[config.mk]
export PLATFORM = sky130hd
export DESIGN_NAME = pc_fetch_unit
export DESIGN_NICKNAME = d
export VERILOG_FILES = /design/src/rtl/pc_fetch_unit.sv
export SDC_FILE = /design/constraint.sdc
export NUM_CORES = 1
export LEC_CHECK = 0
export ABC_CLOCK_PERIOD_IN_PS = 3050
export CELL_PAD_IN_SITES_DETAIL_PLACEMENT = 0
export CELL_PAD_IN_SITES_GLOBAL_PLACEMENT = 1
export CORE_MARGIN = 2
export CORE_UTILIZATION = 29
export DETAILED_ROUTE_END_ITERATION = 8
export PLACE_DENSITY = 0.78
export SKIP_LAST_GASP = 1
export SLEW_MARGIN = 20
export SYNTH_ARGS = -nofsm -noshare
export SYNTH_HDL_FRONTEND = slang
export SYNTH_SLANG_ARGS = --single-unit
[constraint.sdc]
create_clock -name clk -period 3.05 [get_ports clk]
set_clock_uncertainty 0.15 [all_clocks]
set_input_delay 0.61 -clock clk [delete_from_list [all_inputs] [get_ports clk]]
set_output_delay 0.61 -clock clk [all_outputs]
set_load 0.01 [all_outputs]
[src/rtl/pc_fetch_unit.sv]
// pc_fetch_unit: program counter and instruction-fetch stage of the RV32I core.
// Issues fetches over req/gnt/rvalid and hands each word to decode over
// valid/ready. Optional build macro PC_MISALIGN_TRAP_EN redirects a target
// with bit 1 set to TRAP_VEC and reports it on trap_misalign / bad_addr.
//
// state   | meaning
// S_REQ   | request outstanding at imem_addr = pc, waiting for gnt
// S_WAIT  | granted, waiting for rvalid
// S_VALID | inst/pc presented to decode, waiting for inst_ready
module pc_fetch_unit #(
    parameter logic [31:0] RESET_PC = 32'h0000_0000,
    parameter logic [31:0] TRAP_VEC = 32'h0000_0100
) (
    input  logic        clk,
    input  logic        clrn,
    input  logic [1:0]  pcsource,
    input  logic [31:0] immediate,
    input  logic [31:0] rs1_data,
    output logic        imem_req,
    output logic [31:0] imem_addr,
    input  logic        imem_gnt,
    input  logic        imem_rvalid,
    input  logic [31:0] imem_rdata,
    output logic [31:0] inst,
    output logic [31:0] pc,
    output logic [31:0] pc_plus4,
    output logic        inst_valid,
    input  logic        inst_ready,
    output logic        trap_misalign,
    output logic [31:0] bad_addr
);

    localparam logic [31:0] NOP = 32'h0000_0013;

    typedef enum logic [1:0] {S_REQ, S_WAIT, S_VALID} state_t;

    state_t      state;
    logic [31:0] next_pc;
    logic        consume;

    assign imem_addr = pc;
    assign pc_plus4  = pc + 32'd4;
    assign consume   = (state == S_VALID) && inst_ready;

    // Next-PC select; only looked at on the consume edge.
    always_comb begin
        next_pc = pc + 32'd4;
        case (pcsource)
            2'b00: next_pc = pc + 32'd4;
            2'b01: next_pc = pc + immediate;
            2'b10: next_pc = (rs1_data + immediate) & ~32'h1;
            2'b11: next_pc = pc + immediate;
            default: next_pc = pc + 32'd4;
        endcase
    end

    // Fetch FSM: the request goes high one cycle after reset, then stays high
    // from the consume edge so a granted fetch completes in three cycles.
    always_ff @(posedge clk) begin
        if (!clrn) begin
            state      <= S_REQ;
            imem_req   <= 1'b0;
            inst       <= NOP;
            inst_valid <= 1'b0;
            pc         <= RESET_PC;
        end else begin
            case (state)
                S_REQ: begin
                    if (!imem_req) begin
                        imem_req <= 1'b1;
                    end else if (imem_gnt) begin
                        imem_req <= 1'b0;
                        state    <= S_WAIT;
                    end
                end
                S_WAIT: begin
                    if (imem_rvalid) begin
                        inst       <= imem_rdata;
                        inst_valid <= 1'b1;
                        state      <= S_VALID;
                    end
                end
                S_VALID: begin
                    if (inst_ready) begin
                        inst_valid <= 1'b0;
                        imem_req   <= 1'b1;
                        state      <= S_REQ;
`ifdef PC_MISALIGN_TRAP_EN
                        pc <= next_pc[1] ? TRAP_VEC : next_pc;
`else
                        pc <= next_pc & ~32'h3;
`endif
                    end
                end
                default: begin
                    state    <= S_REQ;
                    imem_req <= 1'b0;
                end
            endcase
        end
    end

`ifdef PC_MISALIGN_TRAP_EN
    // One-cycle trap pulse and sticky offending address on a misaligned redirect.
    always_ff @(posedge clk) begin
        if (!clrn) begin
            trap_misalign <= 1'b0;
            bad_addr      <= 32'h0;
        end else begin
            trap_misalign <= consume && next_pc[1];
            if (consume && next_pc[1]) begin
                bad_addr <= next_pc;
            end
        end
    end
`else
    // Trap outputs are constant zero; TRAP_VEC is masked in so both builds
    // share the same parameter list without an unused parameter.
    assign trap_misalign = 1'b0;
    assign bad_addr      = TRAP_VEC & 32'h0;
    logic unused_consume;
    assign unused_consume = consume;
`endif

endmodule

# Yosys cells after proc, flatten, opt, wreduce, memory -nomap -nowiden
# Cells that the tools add are included.
[word_totals]
register_bits = 66
out_inout_bits = 163
word_cells = 40
[op_classes]
addsub = 3
eq_ne = 9
muxes = 13
n_bitwise = 1
n_reduce_logical = 9
[ops]
columns = ["op", "n"]
rows = [
  ["case mux 32 bit (3 select lines)", 1],
  ["adder 32 bit", 2],
  ["adder 32 x 3 -> 32 bit (second input constant)", 1],
  ["two-way mux 2 bit", 4],
  ["inequality test 2 bit (second input constant)", 4],
  ["equality test 2 bit (second input constant)", 3],
  ["case mux 2 bit (3 select lines)", 1],
  ["AND reduction 2 bit", 3],
  ["two-way mux 1 bit", 5],
  ["equality test 2 x 1 -> 1 bit (second input constant)", 2],
  ["logical NOT 2 bit", 2],
  ["AND reduction 4 bit", 1],
  ["case mux 1 bit (3 select lines)", 1],
  ["AND reduction 3 bit", 1],
  ["case mux 1 bit (2 select lines)", 1],
  ["nonzero test 2 bit", 1],
  ["OR reduction 2 bit", 1],
  ["NOT 1 bit", 1],
]

# Depth between registers and ports, before layout
[logic_depth]
ltp_word = 3
ltp_mapped = 11

# Worst setup path before layout
# Ideal clock, no wire load.
[synth_timing]
path_kind = "input -> register"
start = "in immediate[3]"
end = "reg pc[27] (netlist: imem_addr[27])"
setup_ps = 127
arrival_ps = 2871
required_time_ps = 2773
slack_ps = -98
cell_stages = 9
n_path_buf = 0
path_cell_list = "ha_1 -> or3_1 -> o221a_2 -> a311o_2 -> o211a_4 -> o211a_1 -> or3_1 -> a31oi_1 -> a211oi_1"
[synth_via]
elab_chain_len = 2
elab_cells_between_ends = 3
classes_between = "add/sub: 2; mux: 1"
[synth_rtl]
columns = ["element", "line_no", "rtl"]
rows = [
  ["start: declaration", "17", "input logic [31:0] immediate,"],
  ["adder 32 bit, on equally long branches", "50, 52, 51", ""],
  ["case mux 32 bit (3 select lines) (*)", "48", "case (pcsource)"],
  ["end signal: assignment", "91", "pc <= next_pc & ~32'h3;"],
  ["end: declaration", "25", "output logic [31:0] pc,"],
]
# Every way passes the cells marked *; elsewhere a longest branch is shown, timed or not.
# A chain may end at the register's enable or synchronous reset.

# Worst setup path after layout
[layout_timing]
start = "reg pc[6] (netlist: imem_addr[6])"
end = "out pc_plus4[31]"
[layout_via]
elab_chain_len = 1
[layout_rtl]
columns = ["element", "line_no", "rtl"]
rows = [
  ["adder 32 x 3 -> 32 bit", "n/a", ""],
  ["end: declaration", "26", "output logic [31:0] pc_plus4,"],
]
# No other way between the ends.

==> results.cfg <==
[global_route]
grt_pass1_wl_mm = 44.4
grt_overflow = 0
grt_max_degree = 45
grt.total_usage_pct = 22.0
grt_pass1_vias = 7978
antenna_found_initial = 0

[timing]
post-route-period-util_pct = 101
worst_slack_ns = -0.0323
setup_viol_count_final = 2
max_freq_ghz = 0.324
finalMaxSlewViolations = 0
fin_tns_setup_ns = -0.0553
hold_viol = 0
slew-limit-headroom_pct = 36.6
grt_setup_unrepaired = yes
tightest_slew_ns = 0.948
period_minus_slack_ns = 3.08

[logic_synthesis]
synthCells = 952
syn_avg_cell_area_sq_um = 7.33
ys_seq_area_share_pct = 18.9
synth_area_leaders = dfxtp_1 (19%), ha_1 (11%), a21oi_1 (7.5%), buf_4 (7.4%), nand2_1 (6.8%)
synth_top_area_share_pct = 18.9
synth_edf_count = 0
synth_area_sq_um = 6970
ys_ff_latch = 66
async_flop_share_pct = 0
yosysWarnings = 0
ys_types = 71
ys.flop_type = dfxtp_1
yosysTopAreaCell = dfxtp_1

[floorplanning]
die_w_um = 159
initial_core_util_pct = 29.6
die-area_sq_um = 25300
placeableCoreArea_sq_um = 23500
num_io_pins = 266
rows = 56
dieHeight_um = 159

[detailed_routing]
wl_mm = 29.1
via_per_inst = 5.06
routed-via-count = 8497
ant_nets = 0
routedWlPerCell_um = 17.4
firstDrtPassIters = 5
route.detailed.drc = 0
first_iter_violations = 643

[clock_tree]
clk_pin_slew_worst_paths_ns = 0.06
cts_max_level = 3
ctsHoldBuffers = 0
clk-insertion-delay-late_ns = 0.34
cts_tree = built
clk_path_buf_depth = 2
root_buffer = clkbuf_16
cts_buffers = 9
clock_sinks = 66

[finish]
area_delta_synth_final_pct = 66.4
fin_util_pct = 49.3
drive_gt1_share_pct = 25.9
mostFrequentLayoutCells = buf_4 (228), clkdlybuf4s50_1 (182), nand2_1 (127), a21oi_1 (98), dfxtp_1 (61)
layout.nets = 1518
diodes = 0
layout_commonest_cell = buf_4

[min_path]
hold_path_class = reg -> reg

[flow_run]
max-cap-violations = 0

[placed_design]
io_buffers = 226
place.gp.congestion = 0.940
dp_hpwl_mm = 22.8

[worst_setup_path]
path_class = reg -> out
end_kind = primary output
path_max_fanout = 4
critPathArrivalTime_ns = 2.32
critPathRequiredTime_ns = 2.29
cp-start-kind = flop

[power_and_ir_drop]
p_total_uw = 3120
irDropWorstVdd_mv = 0.188
leakagePower_uw = 0.00521
cellPowerDensity_nw_per_um2 = 269

[outcome]
violations = negative setup slack
status = complete, but fails checks
## cells by family after synthesis
logic type      count (synthesis)  synth area share, %
xor+xnor                       63                 7.91
flops                          66                 18.9
buf+inv                       130                 10.7
simple gates                  319                 21.4
mux                             7                 1.08
other cells                     1               0.0538
compound gates                305                 28.8
fa+ha+maj                      61                 11.1
## area by class of cell
cell class / count / area, sq um
repair buffers: 462 / 4010
inverters: 21 / 78.8
well taps: 319 / 399
fillers: 2358 / 11900
multi-input cells: 794 / 5490
flip-flops and latches: 66 / 1330
clock inverters: 7 / 77.6
clock buffers: 9 / 225
## critical path: stages (launching register included)
cell,delay [ns]
dfxtp_2,0.34
nand3_2,0.09
or2_4,0.27
or4_1,0.54
or3_4,0.42
xnor2_4,0.18
buf_4,0.15
## registers in the layout (all words and copies together), names as in the netlist
signal / count
inst_valid: 1
state: 2
imem_req: 1
inst: 32
imem_addr: 30
## layer usage
metal  global-route usage (%)  routed length [um]  share of wire, %
met3                     2.89                1930               6.6
met2                     37.6               13900                48
met1                     28.8               12700                44
met4                     6.98                 621               2.1
met5                        0                   0                 0
## worst paths after layout
check,startpoint,end,depth (start not counted),slack (ns)
worst max-delay path,imem_addr[6]$_SDFFE_PN0P_,pc_plus4[31],6,-0.03
worst min-delay path,inst[13]$_SDFFE_PN0P_,inst[13]$_SDFFE_PN0P_,2,0.30
worst max register to register,imem_addr[2]$_SDFFE_PN0P_,imem_addr[30]$_SDFFE_PN0P_,13,-0.02
worst min register to register,inst[13]$_SDFFE_PN0P_,inst[13]$_SDFFE_PN0P_,2,0.30
## through the flow
| step | hold slack [ns] | instance area (sq um) | std cells | setup slack, ns |
|---|---|---|---|---|
| floorplan | 0.331 | 7150 | 990 | -0.0453 |
| global placement | 0.291 | 10700 | 1637 | -0.771 |
| detailed placement | 0.296 | 10700 | 1637 | -0.803 |
| CTS | 0.304 | 11400 | 1663 | -0.245 |
| global route | 0.327 | 11600 | 1678 | -0.156 |
| finish | 0.302 | 11600 | 1678 | -0.0323 |
## synthesized netlist by cell type (all sizes together), types with 4 or more instances
cell type,number
a21boi,5
nor2b,6
nor2,65
nand2b,9
nand4,12
inv,20
o311ai,4
o211ai,15
a31oi,18
and4,7
or4,5
nand3,29
ha,60
a211o,5
buf,72
a22o,4
and2,5
dfxtp,66
o21ai,44
a21oi,104
o31ai,4
a311o,4
o22ai,4
xnor2,38
o211a,6
mux2,4
o21a,9
xor2,25
a211oi,14
clkbuf,37
and3,13
or3,6
nor3,21
a21o,34
nand2,127
## where the power goes
| part | switching (uW) | leakage (uW) | internal, uW | total, uW |
|---|---|---|---|---|
| clock | 457 | 0.000146 | 641 | 1100 |
| combinational | 549 | 0.00453 | 581 | 1130 |
| sequential | 12.7 | 0.000536 | 883 | 895 |
| total | 1020 | 0.00521 | 2100 | 3120 |
## what timing repair did
item                                   CTS  global route
endpoints found under the hold margin    0             0
gates cloned                             0             0
buffers inserted                        10            16
setup endpoints to repair               42            37
resized for setup                      111            88
pin swaps                               37            51
Power figures use the tool's default switching activity.
